### src/rtl/nav_pkg.sv
// Shared types and the shortest-path table for the campus-navigation route
// sequencer.
//   loc_t        3-bit location code, 0..7
//   seq_state_t  sequencer FSM states
//   NEXT_HOP     [cur][dest] -> first hop of a shortest path from cur to dest.
//                Ties go to the lower-numbered hop. The diagonal holds the
//                location itself, which is the hold code.
package nav_pkg;

    typedef logic [2:0] loc_t;

    typedef enum logic [1:0] {
        IDLE,
        ROUTE,
        DONE,
        FAULT
    } seq_state_t;

    // Derived by breadth-first search over the edge list:
    //   0->1; 1->2,4; 2->3,4; 3->0,3; 4->5,7; 5->3,6; 6->7; 7->1,5
    // The longest shortest path is 3->6 (five hops: 0,1,4,5,6).
    localparam loc_t NEXT_HOP [8][8] = '{
        //   dest: 0     1     2     3     4     5     6     7
        '{3'd0, 3'd1, 3'd1, 3'd1, 3'd1, 3'd1, 3'd1, 3'd1},  // cur 0
        '{3'd2, 3'd1, 3'd2, 3'd2, 3'd4, 3'd4, 3'd4, 3'd4},  // cur 1
        '{3'd3, 3'd3, 3'd2, 3'd3, 3'd4, 3'd4, 3'd4, 3'd4},  // cur 2
        '{3'd0, 3'd0, 3'd0, 3'd3, 3'd0, 3'd0, 3'd0, 3'd0},  // cur 3
        '{3'd5, 3'd7, 3'd7, 3'd5, 3'd4, 3'd5, 3'd5, 3'd7},  // cur 4
        '{3'd3, 3'd3, 3'd3, 3'd3, 3'd3, 3'd5, 3'd6, 3'd6},  // cur 5
        '{3'd7, 3'd7, 3'd7, 3'd7, 3'd7, 3'd7, 3'd6, 3'd7},  // cur 6
        '{3'd5, 3'd1, 3'd1, 3'd5, 3'd1, 3'd5, 3'd5, 3'd7}   // cur 7
    };

endpackage

### src/rtl/nav_route_rom.sv
// Combinational next-hop lookup.
//   cur   in  3  current location
//   dest  in  3  destination location
//   hop   out 3  first hop of the shortest path from cur to dest
module nav_route_rom
    import nav_pkg::*;
(
    input  loc_t cur,
    input  loc_t dest,
    output loc_t hop
);

    assign hop = NEXT_HOP[cur][dest];

endmodule

### src/rtl/nav_route_sequencer.sv
// Route controller in front of the campus-navigation FSM. Accepts a
// destination, drives one legal hop per cycle on nav_din, checks each hop
// against nav_dout and reports completion (done/done_hops) or a fault (err).
//   clk        in  1  clock, rising edge
//   rst        in  1  synchronous reset, active-high
//   req_valid  in  1  destination request valid
//   req_dest   in  3  requested location
//   req_ready  out 1  high only in IDLE
//   abort      in  1  cancel the route in progress
//   nav_dout   in  3  navigation FSM combinational output
//   nav_din    out 3  navigation FSM din
//   busy       out 1  state is not IDLE
//   done       out 1  one-cycle arrival pulse
//   done_hops  out 3  hops taken, valid while done
//   err        out 1  one-cycle fault pulse
//   cur_loc    out 3  registered copy of the FSM location
module nav_route_sequencer
    import nav_pkg::*;
#(
    parameter int MAX_HOPS = 7
) (
    input  logic       clk,
    input  logic       rst,
    input  logic       req_valid,
    input  logic [2:0] req_dest,
    output logic       req_ready,
    input  logic       abort,
    input  logic [2:0] nav_dout,
    output logic [2:0] nav_din,
    output logic       busy,
    output logic       done,
    output logic [2:0] done_hops,
    output logic       err,
    output logic [2:0] cur_loc
);

    seq_state_t state, state_nxt;
    loc_t       dest_q, dest_nxt;
    loc_t       cur_nxt;
    logic [2:0] hops_q, hops_nxt;
    loc_t       hop;

    nav_route_rom u_rom (
        .cur  (cur_loc),
        .dest (dest_q),
        .hop  (hop)
    );

    // NOTE: every register is reset here; there is no memory array, so a
    // full reset costs nothing and keeps cur_loc aligned with the FSM.
    always_ff @(posedge clk) begin
        if (rst) begin
            state   <= IDLE;
            cur_loc <= 3'd0;
            dest_q  <= 3'd0;
            hops_q  <= 3'd0;
        end else begin
            // NOTE: non-blocking assignments so every register samples the
            // pre-edge values computed by the combinational block.
            state   <= state_nxt;
            cur_loc <= cur_nxt;
            dest_q  <= dest_nxt;
            hops_q  <= hops_nxt;
        end
    end

    always_comb begin
        // NOTE: defaults first so no path through the case leaves a variable
        // unassigned, which would infer a latch.
        state_nxt = state;
        dest_nxt  = dest_q;
        cur_nxt   = cur_loc;
        hops_nxt  = hops_q;
        nav_din   = cur_loc;  // hold code: no move at any location

        case (state)
            IDLE: begin
                if (req_valid) begin
                    dest_nxt  = req_dest;
                    hops_nxt  = 3'd0;
                    state_nxt = (req_dest == cur_loc) ? DONE : ROUTE;
                end
            end
            ROUTE: begin
                // Precedence: abort > mismatch > arrival > budget.
                if (abort) begin
                    state_nxt = IDLE;
                end else begin
                    nav_din = hop;
                    if (nav_dout != hop) begin
                        state_nxt = FAULT;
                    end else begin
                        cur_nxt  = hop;
                        hops_nxt = hops_q + 3'd1;
                        if (hop == dest_q) begin
                            state_nxt = DONE;
                        end else if ((int'(hops_q) + 1) == MAX_HOPS) begin
                            state_nxt = FAULT;
                        end
                    end
                end
            end
            DONE:    state_nxt = IDLE;
            FAULT:   state_nxt = IDLE;
            default: state_nxt = IDLE;
        endcase
    end

    assign req_ready = (state == IDLE);
    assign busy      = (state != IDLE);
    assign done      = (state == DONE);
    assign err       = (state == FAULT);
    assign done_hops = hops_q;

endmodule

### config.mk
export PLATFORM = sky130hd
export DESIGN_NAME = nav_route_sequencer
export DESIGN_NICKNAME = d
export VERILOG_FILES = /design/src/rtl/nav_pkg.sv /design/src/rtl/nav_route_rom.sv /design/src/rtl/nav_route_sequencer.sv
export SDC_FILE = /design/constraint.sdc
export NUM_CORES = 1
export LEC_CHECK = 0
export ABC_AREA = 1
export BUFFER_PORTS_ARGS = -buffer_cell sky130_fd_sc_hd__clkbuf_2
export CORE_AREA = 2 2 62 64
export CTS_CLUSTER_DIAMETER = 60
export CTS_CLUSTER_SIZE = 24
export DETAILED_ROUTE_END_ITERATION = 12
export DIE_AREA = 0 0 64 66
export MAX_ROUTING_LAYER = met4
export SETUP_SLACK_MARGIN = 0.15
export SYNTH_ARGS = -nofsm -noshare
export SYNTH_HDL_FRONTEND = slang
export SYNTH_HIERARCHICAL = 1
export SYNTH_SLANG_ARGS = --single-unit
export TNS_END_PERCENT = 20
### constraint.sdc
create_clock -name clk -period 5.28 [get_ports clk]
set_input_delay 1.584 -clock clk [delete_from_list [all_inputs] [get_ports clk]]
set_output_delay 1.584 -clock clk [all_outputs]
set_load 0.01 [all_outputs]
# Yosys cells after proc, flatten, opt, wreduce, memory -nomap -nowiden
# Memory sizes are Yosys's and may differ from the RTL's.
# Index checks and enable logic that the tools add are counted.
[word_totals]
ff_bits = 11
latch_bits = 0
mem_bits_rw = 0
rom_bits = 192
out_inout_bits = 13
memories = 1
[op_classes]
add_sub_neg = 2
multipliers = 0
div = 0
order_cmp = 2
n_eq_ne = 11
shifts = 0
n_mux = 18
bitwise_logic = 4
reduce_logical = 8
[memory_table]
columns = ["name", "words", "width", "rd", "rd_clocked_by_memory_dff", "wr", "line", "source"]
rows = [
  ["(name not given)", 8, 24, 1, 0, 0, "nav_route_rom.sv:13", "assign hop = NEXT_HOP[cur][dest];"],
]
[ops]
columns = ["op", "n"]
rows = [
  ["2-to-1 mux 24 bit", 2],
  ["2-to-1 mux 3 bit", 7],
  ["2-to-1 mux 2 bit", 6],
  ["binary-select mux 3 bit (select 3 bit)", 1],
  ["greater-or-equal comparator 4 bit (second input constant)", 2],
  ["inverter 3 -> 4 bit", 2],
  ["== test 3 bit", 2],
  ["inequality test 2 bit (second input constant)", 3],
  ["case mux 2 bit (3 select lines)", 1],
  ["case mux 3 bit (2 select lines)", 1],
  ["inequality test 5 bit (second input constant)", 1],
  ["adder 3 x 1 -> 4 bit (second input constant)", 1],
  ["== test 2 bit (second input constant)", 2],
  ["== test 4 x 3 -> 1 bit (second input constant)", 1],
  ["AND reduction 2 bit", 2],
  ["AND reduction 4 bit", 1],
  ["nonzero test 2 bit", 2],
  ["adder 3 x 1 -> 3 bit (second input constant)", 1],
  ["inequality test 3 bit", 1],
  ["AND reduction 3 bit", 1],
  ["== test 2 x 1 -> 1 bit (second input constant)", 1],
  ["zero test 2 bit", 1],
  ["inverter 1 bit", 2],
  ["OR reduction 2 bit", 1],
]

# Longest topological paths before layout
# Gate-level depths: netlist of the first run.
[depth]
word_depth = 12
depth_mapped = 17
mapped_depth_nobuf = 17

# Cells and area by module
# Netlist of the first run, hierarchy kept.
[modules_own_cells]
columns = ["mod", "n_inst", "cells_each", "area_per_inst_um2", "seq_area_each_um2"]
rows = [
  ["nav_route_sequencer", 1, 106, 706.9, 220.2],
  ["nav_route_rom", 1, 63, 325.3, 0.0],
]

# Worst setup path after synthesis of the first run
# No wires, ideal clock.
[synth_path]
kind = "input -> output"
from = "in abort"
to = "out nav_din[0]"
arrival_ns = 1.903
path_slack_ns = 1.793
path_stages = 3
n_path_buf = 0
path_cell_list = "nor2_8 nand2_1 o21ai_0"
[synth_via]
elab_chain_cells = 2
[synth_lines]
columns = ["item", "line", "source"]
rows = [
  ["start: declaration", "nav_route_sequencer.sv:27", "input logic abort,"],
  ["2-to-1 mux 3 bit", "nav_route_sequencer.sv:86", "if (abort) begin"],
  ["2-to-1 mux 3 bit", "nav_route_sequencer.sv:76", "case (state)"],
  ["end: declaration", "nav_route_sequencer.sv:29", "output logic [2:0] nav_din,"],
]
# Every way passes these cells.

# Worst setup path after layout of the first run
# Same ends and word-level chain as after synthesis.

==> results of run 1 <==
layout make-up:
cell class / instances / area, µm²
sequential: 11 / 220
fill: 402 / 2340
multi-input combinational: 127 / 683
inverter: 29 / 114
timing repair buffer: 22 / 110
tap: 48 / 60.1
clock buffer: 4 / 26.3
flip-flops by register name (all words and copies together) (netlist names):
name       flops
cur_loc        3
dest_q         3
done_hops      3
state          2
through the flow:
step | utilization | power (W) | hold slack [ns] | std cells
finish | 0.342 | 0.000253 | 0.521 | 241
global route | 0.342 | 0.000271 | 0.559 | 241
CTS | 0.342 | 0.000255 | 0.523 | 241
detailed placement | 0.334 | 0.000195 | 0.513 | 237
global placement | 0.334 | 0.000196 | 0.504 | 237
floorplan | - | 0.000171 | 0.457 | 169
report_power, final:
part	internal, W	switching [W]
logic	0.0000337	0.0000593
clock network	0.0000293	0.0000302
registers	0.0000890	0.0000113
total	0.000152	0.000101
layer usage:
metal	vias to the layer above	track usage	routed length [µm]
met4	0	0.0408	33
met3	4	0.0153	92
met2	32	0.199	1080
met5	-	-	0
met1	463	0.156	1190
li1	584	-	-
synthesized netlist by cell type (5+ instances only):
master	instances
o21ai_0	12
inv_2	6
dfxtp_1	11
ha_1	7
inv_1	22
nand2_1	52
xnor2_1	5
a21oi_1	12
nor2_1	12
nand3_1	13
worst max-delay path, cell delays in order:
cell,delay [ns]
clkbuf_2,0.12
nor2_8,0.18
nand2_1,0.06
o21ai_0,0.07
clkbuf_2,0.15
cell families after synthesis:
group                    synth area share
adder cells (fa/ha/maj)            0.0848
flip-flops                          0.213
buffers and inverters               0.125
XOR/XNOR                           0.0424
AO/OA/AOI/OAI                       0.149
AND/OR/NAND/NOR                     0.385
cells in the final DEF (no fill, tap or decap):
cell	Yosys	routed
nand2_4	1	1
nand4_1	2	2
clkbuf_2	0	22
nand4_4	1	1
o21bai_1	1	1
clkinv_4	1	1
inv_1	22	22
a21oi_1	12	12
o21ai_1	2	2
nor3_1	1	1
nor2_8	1	1
o211ai_1	1	1
nor2_2	1	1
nand3_1	13	13
nor2_1	12	12
xnor2_1	5	5
dfxtp_1	11	11
ha_1	7	7
inv_2	6	6
clkbuf_1	0	1
o21ai_0	12	12
nand2_2	1	1
clkbuf_4	0	3
o21ai_2	1	1
nand2_1	52	52
nor3_2	1	1
worst paths after layout:
path | slack (ns) | to | depth (start not counted)
setup / recovery | 1.53 | nav_din[0] | 5
hold / removal | 0.52 | done_hops[0] | 2
setup reg to reg | 2.80 | done_hops[2] | 14
hold reg to reg | 0.52 | done_hops[0] | 2
==> metrics, run 1 <==
site row count 22; Final Setup Violations 0; die height 66 µm; Most used DFF post-synth dfxtp_1; RSZ-0062 raised after global routing no; max-slew violations 0; Period Utilization, post-route 0.711; CP arrival 2.17 ns; area grow syn2layout 17.6%; Tmin final 3.75 ns; initial DRC count 24; Crit. Startpoint abort; Cell Area, Synth a little over 1000 µm²; status completed; hold_sp done_hops[0]; I/O Pins 23; nets 211; dominant cell type by area after synthesis dfxtp_1; Fin Setup TNS 0 ns; GR Overflow Total 0; DR WL/cell roughly 10 µm; Mapped Nets 186; initial antenna violation count 0; warnings from Yosys 6; routability cong. 0.800; DP Wirelength approximately 1900 µm; Clock transition at path regs approximately 0.070 ns; asr flop ratio synth 0; Die Width 64 µm; Skew-Pair Late Insertion Delay approximately 0.27 ns; GRT Total Usage 0.122; number of flops mapped to enable cells by yosys 0; largest cells by area after synthesis dfxtp_1 (21%), nand2_1 (19%), ha_1 (8.5%); TritonCTS clock tree done; post-route cell area roughly 1200 µm²; PortBufs 22; routed vias/inst between 4 and 5; slew margin rel. 0.718; Post-Synthesis Cells 169; first-pass GRT wire length 3970 µm; Antenna Nets Post-Route 0; final hold vios 0; WP data required 3.70 ns; CTS Hold Bufs 0; post-route setup slack 1.53 ns; core area 3550 µm²; router iterations before antenna repair 4; Seq/Total Area, Yosys 0.213; R2R Path Start cur_loc[1]; CTS H-Tree Depth 1; number of global-route vias before repair 929; Fmax 266 MHz; largest net degree at the start of global routing 12; Ant. Diodes 0; critical path class in -> out; initial core utilization 0.291; Syn Area/Cell 6.11 µm²; Slew @ Worst Pin 0.423 ns; CP endpoint kind primary output; DRC violations left 0; Leakage 0.607 nW; clk buf depth 2; share of layout cells above drive strength 1 0.202; Crit Path Max Fanout 9; TritonCTS Buffers 3; Setup Fix Bufs, Post-CTS 0; library cells used by synthesis 24; FF+latch count, synth 11; Post-Place Cell Area 1190 µm²; PostCTS Resize Cnt 0; Max-cap violations 0; Power Density 208 nW/µm²; Min-Delay Path Class reg -> reg; Sink Count 11; pre-CTS WS 1.51 ns; final wirelength ~2400 µm; die area between 4000 and 5000 µm²; Final Skew 0.000715 ns; VDD IR max 0.0837 mV; Clock Tree Root clkbuf_4; Vias 1083; top cell type's share of synthesized area 0.213; Worst Setup Start Kind primary input
(Power assumes the default switching activity.)
==> run 2: changes to the inputs <==
--- a/config.mk
+++ b/config.mk
@@ -5,13 +5,13 @@
 export SDC_FILE = /design/constraint.sdc
 export NUM_CORES = 1
 export LEC_CHECK = 0
-export ABC_AREA = 1
+export ABC_AREA = 0
 export BUFFER_PORTS_ARGS = -buffer_cell sky130_fd_sc_hd__clkbuf_2
-export CORE_AREA = 2 2 62 64
+export CORE_AREA = 2 2 60 62
 export CTS_CLUSTER_DIAMETER = 60
 export CTS_CLUSTER_SIZE = 24
 export DETAILED_ROUTE_END_ITERATION = 12
-export DIE_AREA = 0 0 64 66
+export DIE_AREA = 0 0 62 64
 export MAX_ROUTING_LAYER = met4
 export SETUP_SLACK_MARGIN = 0.15
 export SYNTH_ARGS = -nofsm -noshare
==> constraint.sdc (replaced) <==
create_clock -name clk -period 3.1 [get_ports clk]
set_input_delay 0.93 -clock clk [delete_from_list [all_inputs] [get_ports clk]]
set_output_delay 0.93 -clock clk [all_outputs]
set_load 0.01 [all_outputs]
==> metrics, run 2 <==
clk buf depth 2 (unchanged); Mapped Nets 134 (-28%); Max-cap violations 0 (unchanged); GR Overflow Total 0 (unchanged); dominant cell type by area after synthesis dfxtp_1; critical path class reg -> out; DRC violations left 0 (unchanged); Die Width 62 µm (-3.1%); max-slew violations 0 (unchanged); Post-Synth Adder-Cell Area 0.0915 (+0.00665); router iterations before antenna repair 4 (unchanged); CTS H-Tree Depth 1 (unchanged); Min-Delay Path Class reg -> reg; initial DRC count 33 (+38%); VDD IR max 0.118 mV (+41%); Post-Synthesis Cells 117 (-31%); WP data required 2.17 ns (-1.53 ns); number of flops mapped to enable cells by yosys 0 (unchanged); Worst Setup Start Kind register; first-pass GRT wire length 3960 µm (-0.18%); PortBufs 22 (unchanged); Clock Tree Root clkbuf_4; Vias 953 (-12%); largest cells by area after synthesis dfxtp_1 (23%), ha_1 (9.2%), xor2_1 (7.3%); asr flop ratio synth 0 (unchanged); TritonCTS clock tree done; Final Setup Violations 0 (unchanged); Antenna Nets Post-Route 0 (unchanged); main combinational cell family by area after synthesis simple AND/OR/NAND/NOR gates; CP endpoint kind primary output; FF/Latch Area 223 µm² (+1.1%); most frequent cell after synthesis dfxtp_1; nets 162 (-23%); die area 3970 µm² (-6.1%); number of global-route vias before repair 865 (-6.9%); FF+latch count, synth 11 (unchanged); commonest non-fill, non-tap cell in the layout clkbuf_2; Min Hold Slack 0.531 ns (+0.0101 ns); library cells used by synthesis 40 (+67%); Post-synth top cells dfxtp_1 (11), nand2_1 (9), a21oi_1 (8), xor2_1 (8); simple-gate area share of the yosys netlist 0.285 (-0.100); Fmax 348 MHz; die height 64 µm (-3.0%); Most used DFF post-synth dfxtp_1; final wirelength 2440 µm (+1.8%); pre-CTS WS 0.302 ns (-1.21 ns); Crit Path Max Fanout 9 (unchanged); post-route setup slack 0.225 ns (-1.30 ns); most frequent cells in the layout clkbuf_2 (22), nand2_1 (9), dfxtp_1 (9), xor2_1 (8), a21oi_1 (8); Syn Area/Cell 8.18 µm² (+34%); Slew @ Worst Pin 0.431 ns (+0.00780 ns); Sink Count 11 (unchanged); core area 3280 µm² (-7.5%); initial antenna violation count 0 (unchanged); Fin Setup TNS 0 ns (unchanged); largest net degree at the start of global routing 17 (+5); status completed; area grow syn2layout 26.4%; initial core utilization 0.291 (+0.000731); I/O Pins 23 (unchanged); multi-input logic area 726 µm² (+6.2%); Synth Area in Compound Gates 0.154 (+0.00516); fillers 349 (-13%); TritonCTS Buffers 3 (unchanged); XOR/XNOR share of the synthesized area 0.0915 (+0.0491); multiplexer share of the synthesized area 0.0876 (+0.0876); Power Density 289 nW/µm² (+39%); warnings from Yosys 6 (unchanged); GRT Total Usage 0.135 (+0.0130); top cell type's share of synthesized area 0.230 (+0.0167); slew margin rel. 0.712 (-0.00587); RSZ-0062 raised after global routing yes; Tmin final approximately 2.9 ns; DP Wirelength 1810 µm (-5.0%); final hold vios 0 (unchanged); DR WL/cell 12.8 µm (+29%); Period Utilization, post-route 0.928; Final Skew 0.0111 ns (+0.0104 ns); Clock transition at path regs 0.06 ns (about the same); Ant. Diodes 0 (unchanged); Cell Area, Synth 957 µm² (-7.3%); Skew-Pair Late Insertion Delay 0.28 ns (about the same); Seq/Total Area, Yosys 0.230 (+0.0167); site row count 21 (-4.5%); CP arrival 1.95 ns (-0.22 ns); share of layout cells above drive strength 1 0.333 (+0.131); routability cong. 0.818 (+2.3%); Leakage 0.515 nW (-15%); routed vias/inst 5.02 (+12%)
==> run 2: cell families after synthesis <==
| logic type | after synthesis |
|---|---|
| mux | 8 |
| xor+xnor | 10 |
| flops | 11 |
| buf+inv | 11 |
| compound gates | 23 |
| fa+ha+maj | 7 |
| simple gates | 47 |
==> run 2: final cells by class <==
cell class,count,share of cell area
Clock buffer,4,0.0217
Inverter,6,0.0186
Multi-Input combinational cell,95,0.600
Sequential cell,11,0.184
Tap cell,46,0.0476
Timing Repair Buffer,28,0.128
==> run 2: critical path, stage by stage, from the launching register on <==
cell and delay, ns:
dfxtp_1 0.32, buf_4 0.17, ha_2 0.18, nor2_2 0.15, nor3_1 0.08, a211oi_2 0.28
o22ai_4 0.11, mux2_2 0.27, clkbuf_2 0.13
==> run 2: per-stage QoR <==
stage	util	instances	power [W]	cell area, µm²
floorplan	-	117	0.000215	957
detailed placement	0.343	185	0.000241	1130
finish	0.368	190	0.000350	1210
CTS	0.355	189	0.000343	1170
global placement	0.343	185	0.000241	1130
global route	0.368	190	0.000369	1210
==> run 2: where the power goes <==
part | switching, W | internal (W) | total [W]
combinational | 0.0000473 | 0.0000432 | 0.0000905
sequential | 0.0000127 | 0.000146 | 0.000159
clock | 0.0000506 | 0.0000499 | 0.000101
total | 0.000111 | 0.000239 | 0.000350
==> run 2: routing by layer <==
metal | wire length (µm) | share of wire | global-route usage
met1 | 1160 | 0.47 | 0.195
met2 | 1140 | 0.47 | 0.185
met3 | 104 | 0.043 | 0.0182
met4 | 42 | 0.017 | 0.0559
met5 | 0 | 0 | -
==> run 2: final timing paths <==
kind,end,from,depth (start not counted),slack [ns]
max,nav_din[0],cur_loc[1],8,0.22
min,done_hops[0],done_hops[0],2,0.53
max reg2reg,done_hops[2],cur_loc[1],11,0.34
min reg2reg,done_hops[0],done_hops[0],2,0.53
==> run 2: timing repair <==
action	CTS	global route
gates resized for setup	3	9
hold buffers	0	0
setup endpoints to repair	3	5
buffers inserted	0	1
pin swaps	0	5
==> run 3: changes to the inputs <==
--- a/config.mk
+++ b/config.mk
@@ -7,15 +7,14 @@
 export LEC_CHECK = 0
 export ABC_AREA = 0
 export BUFFER_PORTS_ARGS = -buffer_cell sky130_fd_sc_hd__clkbuf_2
-export CORE_AREA = 2 2 60 62
+export CORE_AREA = 2 2 64 66
 export CTS_CLUSTER_DIAMETER = 60
 export CTS_CLUSTER_SIZE = 24
 export DETAILED_ROUTE_END_ITERATION = 12
-export DIE_AREA = 0 0 62 64
+export DIE_AREA = 0 0 66 68
 export MAX_ROUTING_LAYER = met4
 export SETUP_SLACK_MARGIN = 0.15
 export SYNTH_ARGS = -nofsm -noshare
 export SYNTH_HDL_FRONTEND = slang
-export SYNTH_HIERARCHICAL = 1
 export SYNTH_SLANG_ARGS = --single-unit
 export TNS_END_PERCENT = 20
==> metrics, run 3 <==
status completed; GR Overflow Total 0 (unchanged); hold_sp done_hops[2]; TritonCTS Buffers 3 (unchanged); CTS Hold Bufs 0 (unchanged); top cell type's share of synthesized area 0.197 (-0.0328); PortBufs 22 (unchanged); CP endpoint kind primary output; Final Skew 0.00182 ns (-0.00931 ns); setup slack, reg-to-reg 0.48 ns (+0.14 ns); Worst Hold Depth 2 (unchanged); first-pass GRT wire length 4570 µm (+16%); number of flops mapped to enable cells by yosys 0 (unchanged); fillers 433 (+24%); VDD IR max 0.217 mV (+84%); DP Wirelength 2000 µm (+11%); max-slew violations 0 (unchanged); initial DRC count 26 (-21%); CTS H-Tree Depth 1 (unchanged); slew margin rel. 0.709 (-0.00327); critical path's largest stage delay 0.44 ns (+0.12 ns); Antenna Nets Post-Route 0 (unchanged); Die Width 66 µm (+6.5%); most frequent cells in the layout clkbuf_2 (21), nand2_1 (15), a21oi_1 (10), nor2_1 (9), buf_4 (8); RSZ-0062 raised after global routing no; Tmin final 2.87 ns (-0.00373 ns); Cell Area, Synth 1120 µm² (+17%); Crit Path Max Fanout 7 (-2); Clock transition at path regs 0.05 ns (about the same); largest cells by area after synthesis dfxtp_1 (20%), ha_1 (7.8%), nand2_1 (5.0%); final wirelength 2720 µm (+11%); Min Hold Slack 0.500 ns (-0.0314 ns); warnings from Yosys 0 (-6); Skew-Pair Late Insertion Delay 0.24 ns (-0.04 ns); initial antenna violation count 0 (unchanged); die height 68 µm (+6.3%); R2R Path Start cur_loc[1]; Min-Delay Path Class reg -> reg; Post-Synthesis Cells 138 (+18%); Final Setup Violations 0 (unchanged); Most used DFF post-synth dfxtp_1; Fin Setup TNS 0 ns (unchanged); nets 184 (+14%); Worst R2R End cur_loc[1]; Max-cap violations 0 (unchanged); routability cong. 0.781 (-4.5%); Ant. Diodes 0 (unchanged); Seq/Total Area, Yosys 0.197 (-0.0328); asr flop ratio synth 0 (unchanged); Tot Pwr 0.000412 W (+18%); Levels on crit path 7 (-1); Post-synth top cells nand2_1 (15), dfxtp_1 (11), a21oi_1 (10), nor2_1 (9), ha_1 (7); final hold vios 0 (unchanged); DR WL/cell 12.6 µm (-2.0%); cell family with most CP delay simple AND/OR/NAND/NOR gates; reg2reg path depth 10 (-1); Fmax 348 MHz (+0.13%); area grow syn2layout 25.3%; Power Density 295 nW/µm² (+1.9%); clk buf depth 2 (unchanged); crit path cell chain inv_2 -> ha_4 -> nor2b_1 -> or4_4 -> a31oi_4 -> o21ai_1 -> clkbuf_2; WP buf/inv 2 (unchanged); FF/Latch Area 226 µm² (+1.7%); site row count 23 (+9.5%); Leakage 0.551 nW (+7.0%); core area 3860 µm² (+17%); commonest non-fill, non-tap cell in the layout clkbuf_2; Mapped Nets 155 (+16%); critical path class reg -> out; Sink Count 11 (unchanged); Syn Area/Cell 8.09 µm² (-1.1%); CP arrival 1.94 ns (about the same); initial core utilization 0.289 (-0.00201); FF+latch count, synth 11 (unchanged); Period Utilization, post-route 0.926 (-0.00120); TritonCTS clock tree done; Clock Tree Root clkbuf_8; WHS Endpoint done_hops[2]; router iterations before antenna repair 4 (unchanged); Slew @ Worst Pin 0.431 ns (+0.000426 ns); I/O Pins 23 (unchanged); die area 4490 µm² (+13%); Vias 1060 (+11%); number of global-route vias before repair 970 (+12%); WP data required 2.17 ns (about the same); DRC violations left 0 (unchanged); slowest stage cell, crit path or4_4; routed vias/inst 4.91 (-2.2%); GRT Total Usage 0.136 (+0.000887); dominant cell type by area after synthesis dfxtp_1; library cells used by synthesis 51 (+28%); Worst Setup Start Kind register; share of layout cells above drive strength 1 0.349 (+0.0161); multi-input logic area 850 µm² (+17%); most frequent cell after synthesis nand2_1; largest net degree at the start of global routing 21 (+4)
-- run 3: cell types whose count changed in the layout (fill, tap and decap cells not counted), sizes merged, moves of 3 or more --
cell,before,now
buf,6,11
mux2i,5,1
a211oi,4,1
or2,1,5
and4b,0,3
nand2,9,15
-- run 3: stage by stage --
stage                     cells  setup WS (ns)  cell area, µm²  utilization
after CTS                   209          0.151            1340        0.347
after global routing        216          0.139            1400        0.363
after floorplan             138          0.180            1120            -
after global placement      205          0.216            1250        0.324
after detailed placement    205          0.219            1250        0.324
final                       216          0.228            1400        0.363
-- run 3: worst max path at each step --
stage | start | to | slack [ns]
2_1_floorplan | cur_loc[1] | nav_din[1] | 0.18
3_3_place_gp | cur_loc[2] | nav_din[0] | 0.22
3_5_place_dp | cur_loc[2] | nav_din[0] | 0.22
4_1_cts | cur_loc[0] | nav_din[0] | 0.15
5_1_grt | cur_loc[1] | nav_din[1] | 0.14
6_report | cur_loc[1] | nav_din[1] | 0.23
-- run 3: logic make-up after synthesis --
logic type,after synthesis,share of synthesized area
mux,3,0.0291
buf+inv,14,0.0762
fa+ha+maj,7,0.0785
flops,11,0.197
compound gates,32,0.222
xor+xnor,7,0.0617
simple gates,64,0.335
-- run 3: tightest hold or removal path: stages, from the launching register on --
cell and delay (ns):
dfxtp_1 0.32, nand3_1 0.07, a21oi_1 0.06
-- run 3: what timing repair did --
item | in CTS | in global routing
gates resized for setup | 11 | 6
setup endpoints to repair | 3 | 2
setup buffers | 0 | 7
pin swaps | 0 | 4
-- run 3: final cells by class --
class,count,area share
timing repair buffer,32,0.138
inverter,6,0.0161
multi-input combinational,113,0.607
sequential,11,0.162
tap,50,0.0447
clock buffer,4,0.0322
-- run 3: layer usage --
layer / global-route usage / share of wire / wire length (µm) / vias up
met5: - / 0 / 0 / -
met4: 0.0306 / 0.0059 / 16 / 0
met3: 0.0247 / 0.034 / 93 / 4
met2: 0.234 / 0.50 / 1360 / 20
met1: 0.167 / 0.46 / 1250 / 490
li1: - / - / - / 546
-- run 3: report_power, final --
| part | internal (W) | switching, W | total (W) |
|---|---|---|---|
| logic | 0.0000490 | 0.0000554 | 0.000104 |
| registers | 0.000147 | 0.0000121 | 0.000159 |
| clock network | 0.0000907 | 0.0000581 | 0.000149 |
| total | 0.000287 | 0.000126 | 0.000412 |
